## src/rtl/alu_ops_pkg.sv

```systemverilog
// alu_ops_pkg
// Shared definitions for the ALU, the control unit and the ALU operation
// sequencer:
//   - 5-bit ALU opcodes (OP_*), including OP_NOP, which makes the ALU output 0
//   - writeback target encodings (WB_GPR / WB_LO / WB_HI)
//   - sequencer FSM state type
//   - is_supported(): true for the opcodes the sequencer will execute
package alu_ops_pkg;

  localparam logic [4:0] OP_NOP  = 5'b00000;
  localparam logic [4:0] OP_ADD  = 5'b00011;
  localparam logic [4:0] OP_SUB  = 5'b00100;
  localparam logic [4:0] OP_SHR  = 5'b00101;
  localparam logic [4:0] OP_SHRA = 5'b00110;
  localparam logic [4:0] OP_SHL  = 5'b00111;
  localparam logic [4:0] OP_ROR  = 5'b01000;
  localparam logic [4:0] OP_ROL  = 5'b01001;
  localparam logic [4:0] OP_AND  = 5'b01010;
  localparam logic [4:0] OP_OR   = 5'b01011;
  localparam logic [4:0] OP_MUL  = 5'b01111;
  localparam logic [4:0] OP_DIV  = 5'b10000;
  localparam logic [4:0] OP_NEG  = 5'b10001;
  localparam logic [4:0] OP_NOT  = 5'b10010;

  localparam logic [1:0] WB_GPR = 2'd0;
  localparam logic [1:0] WB_LO  = 2'd1;
  localparam logic [1:0] WB_HI  = 2'd2;

  typedef enum logic [1:0] {
    ST_IDLE  = 2'd0,
    ST_EXEC  = 2'd1,
    ST_WB_LO = 2'd2,
    ST_WB_HI = 2'd3
  } seq_state_t;

  function automatic logic is_supported(input logic [4:0] opcode);
    case (opcode)
      OP_ADD, OP_SUB, OP_SHR, OP_SHRA, OP_SHL, OP_ROR, OP_ROL,
      OP_AND, OP_OR, OP_MUL, OP_DIV, OP_NEG, OP_NOT: is_supported = 1'b1;
      default:                                       is_supported = 1'b0;
    endcase
  endfunction

endpackage

```

## src/rtl/alu_op_sequencer.sv

```systemverilog
// alu_op_sequencer
// Multicycle initiator between instruction issue and the combinational ALU.
// Accepts one request, runs it through the ALU for one cycle, captures the
// 2*DATA_W result into Z, then writes it back: one GPR beat, or LO then HI
// beats for mul/div.
//
// Ports:
//   clock, clear       rising-edge clock, asynchronous active-low reset
//   req_*              request handshake (valid/ready) with opcode, A, B, rz
//   alu_y/alu_b/alu_opcode  operands and opcode to the ALU; alu_c is its result
//   wb_*               writeback handshake (valid/ready), target, index, data
//   z_out              Z register for observation
//   illegal            one-cycle pulse after accepting an unsupported opcode
//   busy               high in every state except IDLE
module alu_op_sequencer
  import alu_ops_pkg::*;
#(
  parameter int REG_IDX_W = 4,
  parameter int DATA_W    = 32
) (
  input  logic                  clock,
  input  logic                  clear,
  input  logic                  req_valid,
  output logic                  req_ready,
  input  logic [4:0]            req_opcode,
  input  logic [DATA_W-1:0]     req_a,
  input  logic [DATA_W-1:0]     req_b,
  input  logic [REG_IDX_W-1:0]  req_rz,
  output logic [DATA_W-1:0]     alu_y,
  output logic [DATA_W-1:0]     alu_b,
  output logic [4:0]            alu_opcode,
  input  logic [2*DATA_W-1:0]   alu_c,
  output logic                  wb_valid,
  input  logic                  wb_ready,
  output logic [1:0]            wb_sel,
  output logic [REG_IDX_W-1:0]  wb_idx,
  output logic [DATA_W-1:0]     wb_data,
  output logic [2*DATA_W-1:0]   z_out,
  output logic                  illegal,
  output logic                  busy
);

  seq_state_t state, state_next;

  logic [DATA_W-1:0]    y_reg;
  logic [DATA_W-1:0]    b_reg;
  logic [4:0]           op_reg;
  logic [REG_IDX_W-1:0] rz_reg;
  logic [2*DATA_W-1:0]  z_reg;
  logic                 illegal_q;

  logic accept;
  logic two_beat;

  assign accept   = req_valid && (state == ST_IDLE);
  assign two_beat = (op_reg == OP_MUL) || (op_reg == OP_DIV);

  // Operands are latched on every accept, including unsupported opcodes;
  // the illegal pulse is registered so it lands in the cycle after accept.
  always_ff @(posedge clock or negedge clear) begin
    if (!clear) begin
      state     <= ST_IDLE;
      y_reg     <= '0;
      b_reg     <= '0;
      op_reg    <= OP_NOP;
      rz_reg    <= '0;
      z_reg     <= '0;
      illegal_q <= 1'b0;
    end else begin
      state     <= state_next;
      illegal_q <= accept && !is_supported(req_opcode);
      if (accept) begin
        y_reg  <= req_a;
        b_reg  <= req_b;
        op_reg <= req_opcode;
        rz_reg <= req_rz;
      end
      if (state == ST_EXEC) begin
        z_reg <= alu_c;
      end
    end
  end

  // Next state and outputs. The ALU sees OP_NOP outside EXEC so its output
  // settles to 0; wb_idx is only driven for GPR beats.
  always_comb begin
    state_next = state;
    req_ready  = 1'b0;
    busy       = 1'b1;
    alu_opcode = OP_NOP;
    wb_valid   = 1'b0;
    wb_sel     = WB_GPR;
    wb_idx     = '0;
    wb_data    = '0;

    case (state)
      ST_IDLE: begin
        req_ready = 1'b1;
        busy      = 1'b0;
        if (req_valid && is_supported(req_opcode)) begin
          state_next = ST_EXEC;
        end
      end

      ST_EXEC: begin
        alu_opcode = op_reg;
        state_next = ST_WB_LO;
      end

      ST_WB_LO: begin
        wb_valid = 1'b1;
        wb_data  = z_reg[DATA_W-1:0];
        if (two_beat) begin
          wb_sel = WB_LO;
        end else begin
          wb_sel = WB_GPR;
          wb_idx = rz_reg;
        end
        if (wb_ready) begin
          state_next = two_beat ? ST_WB_HI : ST_IDLE;
        end
      end

      ST_WB_HI: begin
        wb_valid = 1'b1;
        wb_sel   = WB_HI;
        wb_data  = z_reg[2*DATA_W-1:DATA_W];
        if (wb_ready) begin
          state_next = ST_IDLE;
        end
      end

      default: begin
        state_next = ST_IDLE;
      end
    endcase
  end

  assign alu_y   = y_reg;
  assign alu_b   = b_reg;
  assign z_out   = z_reg;
  assign illegal = illegal_q;

endmodule

```

## config.mk

```make
export PLATFORM = sky130hd
export DESIGN_NAME = alu_op_sequencer
export DESIGN_NICKNAME = d
export VERILOG_FILES = /design/src/rtl/alu_ops_pkg.sv /design/src/rtl/alu_op_sequencer.sv
export SDC_FILE = /design/constraint.sdc
export NUM_CORES = 1
export LEC_CHECK = 0
export CAP_MARGIN = 0
export CORE_ASPECT_RATIO = 1.2
export CORE_MARGIN = 5
export CORE_UTILIZATION = 43
export CTS_CLUSTER_SIZE = 24
export DETAILED_ROUTE_END_ITERATION = 12
export GPL_TIMING_DRIVEN = 1
export PLACE_DENSITY_LB_ADDON = 0.15
export SKIP_CTS_REPAIR_TIMING = 1
export SLEW_MARGIN = 5
export SYNTH_ARGS = -nofsm -noshare
export SYNTH_HDL_FRONTEND = slang
export SYNTH_SLANG_ARGS = --single-unit
```

## constraint.sdc

```tcl
create_clock -name clock -period 4.4 [get_ports clock]
set_clock_uncertainty 0.1 [all_clocks]
set_input_delay 0.66 -clock clock [delete_from_list [all_inputs] [get_ports clock]]
set_output_delay 0.66 -clock clock [all_outputs]
set_load 0.05 [all_outputs]
```

---- After elaboration in Yosys (flattened, before gate mapping) ----
Memory sizes are Yosys's and may differ from the RTL's.
Index checks and enable logic that the tools add are counted.
storage, ports and cells
  register bits ........................... 140
  ROM bits ................................ 64
  output and inout port bits .............. 175
  word-level logic and storage cells ...... 40
  memories ................................ 2
cells by class
  eq/ne operators ......................... 8
  multiplexer cells ....................... 15
  reductions and logical operators ........ 8
memories
  name             words  width  read ports  clocked after memory_dff  wr ports  line               RTL
  (no name shown)  32     1      1           0                         0         alu_ops_pkg.sv:37  case (opcode)
  (no name shown)  32     1      1           0                         0         alu_ops_pkg.sv:37
operators by type and width
  cell                                                    count
  case mux 32 bit (2 select lines)                        1
  two-way mux 2 bit                                       4
  two-way mux 4 bit                                       2
  case mux 2 bit (4 select lines)                         1
  equality test 5 x 4 -> 1 bit (second input constant)    1
  equality test 5 bit (second input constant)             1
  two-way mux 1 bit                                       5
  two-way mux 5 bit                                       1
  equality test 2 bit (second input constant)             2
  inequality test 2 bit (second input constant)           2
  case mux 2 bit (2 select lines)                         1
  logical AND 1 bit                                       3
  AND reduction 3 bit                                     1
  equality test 2 x 1 -> 1 bit (second input constant)    1
  logical NOT 2 bit                                       1
  inequality test 2 x 1 -> 1 bit (second input constant)  1
  OR reduction 2 bit                                      1
  logical NOT 1 bit                                       1
  logical OR 1 bit                                        1

---- Logic depth before layout (Yosys ltp) ----
  word-level depth ........................ 5
  mapped depth ............................ 6

---- Least setup slack after synthesis ----
No wires, ideal clock.
  path kind ............................... register to output
  from .................................... register state[0]
  to ...................................... output wb_data[10]
  data arrival time ....................... 1.646 ns
  setup slack ............................. 1.994 ns
  cell stages (with the launch flop) ...... 5
  path buffers ............................ 2
  path through ............................ dfrtp_1 > buf_2 > buf_2 > mux2i_1 > nor2b_1
between the ends
  word-level cells in the longest chain between the ends .. 2
RTL lines
  what                                  line                    RTL
  start, declared                       alu_op_sequencer.sv:43  seq_state_t state, state_next;
  start signal, assigned                alu_op_sequencer.sv:70  state <= state_next;
  equality test 2 bit                   alu_op_sequencer.sv:96  case (state)
  case mux 32 bit (2 select lines) (*)  alu_op_sequencer.sv:96
  end, declared                         alu_op_sequencer.sv:37  output logic [DATA_W-1:0] wb_data,
Mark *: on every way between the ends. The rest lies on a longest branch, timed or not.

---- Worst setup path after layout ----
  from .................................... register state[0]
  to ...................................... output wb_data[9]
The elaborated chain is that of the path after synthesis.

==> metrics <==
status completed; CP cell instances buf_4 > mux2i_1 > nor2b_1 > clkdlybuf4s50_1; Worst slew margin 27.28%; initial core utilization 43.38%; Ports 316; Buf/Inv on CP 2; Period Utilization, post-route 75.89%; fin. max-slew vios 0; share of post-route cells with drive strength above 1 12.37%; element type at the critical path start flop; largest net degree at the start of global routing 111; DRC Markers 0; post-synthesis cell area 5944 um2; TritonCTS Sinks 140; worst hold path class in -> async; Synth top area share 58.93%; Seq/Total Area, Yosys 58.93%; final-report hold violation count 0; Critical Path Sink Type output pin; min Tclk post-route 3.339 ns; commonest non-fill, non-tap cell in the layout clkdlybuf4s50_1; Max Cap Viol 0; Synth Register Bits 140; hpwl dp 14140 um; CTS tree done; # setup viols final 0; Mapped Cells 553; # fillers 1052; DR pass1 iterations 5; worst slew pin tran 1.091 ns; CP max-delay cell clkdlybuf4s50_1; area of the die 16290 um2; Max FO, Critical Path 29; via count 5163; global route overflow 0; I/O Buffers 315; achievable frequency 299.5 MHz; crit path kind reg -> out; initial antenna violation count 0; synth unique cells 24; max FFs per register 64; syn avg cell area 10.75 um2; GRT Total Usage 22.56%; wirelength, routed 18600 um; # nets final 1001; critical path's top delay family buffers and inverters; clock buffer depth 2; vias per cell 4.945; root buffer cell clkbuf_16; wire length per cell 17.82 um; first-pass GRT wire length 29240 um; Iter 0 DRT Violations 209; number of antenna diodes 0; largest area contributor in the netlist dfrtp_1; CTS clock-pin slew for the worst setup and hold paths 0.06 ns; Row Count 47; Syn Nets 694; worst skew pair latency 0.41 ns; critical path arrival 2.58 ns; commonest cells after routing, fill and taps aside clkdlybuf4s50_1, nand2_1, dfrtp_1, mux2_2, nor2b_1; slowest stage delay, CP 0.84 ns; CTS buffer count 17; Post-DRT Antenna Nets 0; H-tree depth 4; RD Place Congestion 0.8057; core area 13700 um2; YS warnings 0; top cells by area, synth dfrtp_1, nand2_1, mux2_2; vias in the first global route 5411; setup TNS 0 ns; Die H 138.8 um; Layout Area Growth over Synthesis 64.05%; unrepaired setup endpoints after global routing no; Die Wd 117.3 um; CP required 3.64 ns
==> logic make-up (layout without fill, tap and decap cells) <==
logic type             count (synthesis)  count (layout)  synth area share [%]
and+or+nand+nor                      273             273                 19.53
muxes                                 97              97                 17.89
AOI/OAI and AO/OA                      7               7                0.7999
DFF                                  140             140                 58.93
buffers and inverters                 36             356                 2.842
==> synth_stat cells (all sizes together) <==
cell type,count
nand4,1
and2,11
or4,1
clkbuf,8
a21boi,1
a32o,1
nor2b,35
a21o,1
nor3b,1
mux2i,33
a31oi,1
dfrtp,140
inv,3
a21oi,1
o21ai,1
o22ai,1
mux2,64
buf,25
and3b,1
nor2,3
nand2,219
nand2b,1
==> worst paths after layout <==
path | slack [ns] | startpoint | cells after the start | to
min | 0.27 | clear | 1 | z_out[28]$_DFFE_PN0N_
max in group asynchronous | 2.89 | clear | 2 | z_out[16]$_DFFE_PN0N_
min reg2reg | 0.37 | alu_b[9]$_DFFE_PN0P_ | 2 | alu_b[9]$_DFFE_PN0P_
max | 1.06 | state[0]$_DFFE_PN0P_ | 4 | wb_data[9]
max reg2reg | 1.78 | state[1]$_DFFE_PN0P_ | 5 | rz_reg[1]$_DFFE_PN0P_
min in group clock | 0.37 | alu_b[9]$_DFFE_PN0P_ | 2 | alu_b[9]$_DFFE_PN0P_
==> cell type report <==
class | instances | area (um2) | share of cell area [%]
clock buffers | 18 | 429.2 | 4.401
clock inverters | 14 | 110.1 | 1.129
inverters | 3 | 11.26 | 0.1155
multi-input cells | 377 | 2283 | 23.42
flip-flops and latches | 140 | 3505 | 35.94
well taps | 171 | 214.0 | 2.194
repair buffers | 321 | 3199 | 32.81
==> metrics by stage <==
step | cell area [um2] | util, % | hold WS [ns] | setup slack (ns) | cells
2_1_floorplan | 5944 | - | 0.2644 | 1.994 | 553
3_3_place_gp | 9213 | 67.24 | 0.3568 | 1.520 | 1012
3_5_place_dp | 9213 | 67.24 | 0.3613 | 1.462 | 1012
4_1_cts | 9752 | 71.17 | 0.3141 | 1.010 | 1044
5_1_grt | 9752 | 71.17 | 0.3443 | 0.9485 | 1044
6_report | 9752 | 71.17 | 0.2741 | 1.061 | 1044
==> metal layers <==
layer | share of wire [%] | global-route usage (%) | wire [um]
met4 | 3.1 | 9.102 | 569
met2 | 52 | 38.65 | 9599
met1 | 37 | 24.57 | 6801
met5 | 0 | 0 | 0
met3 | 8.8 | 9.506 | 1633
Power is not shown: default switching activity piles up to over one toggle a cycle in this logic, so the estimate is an artifact.
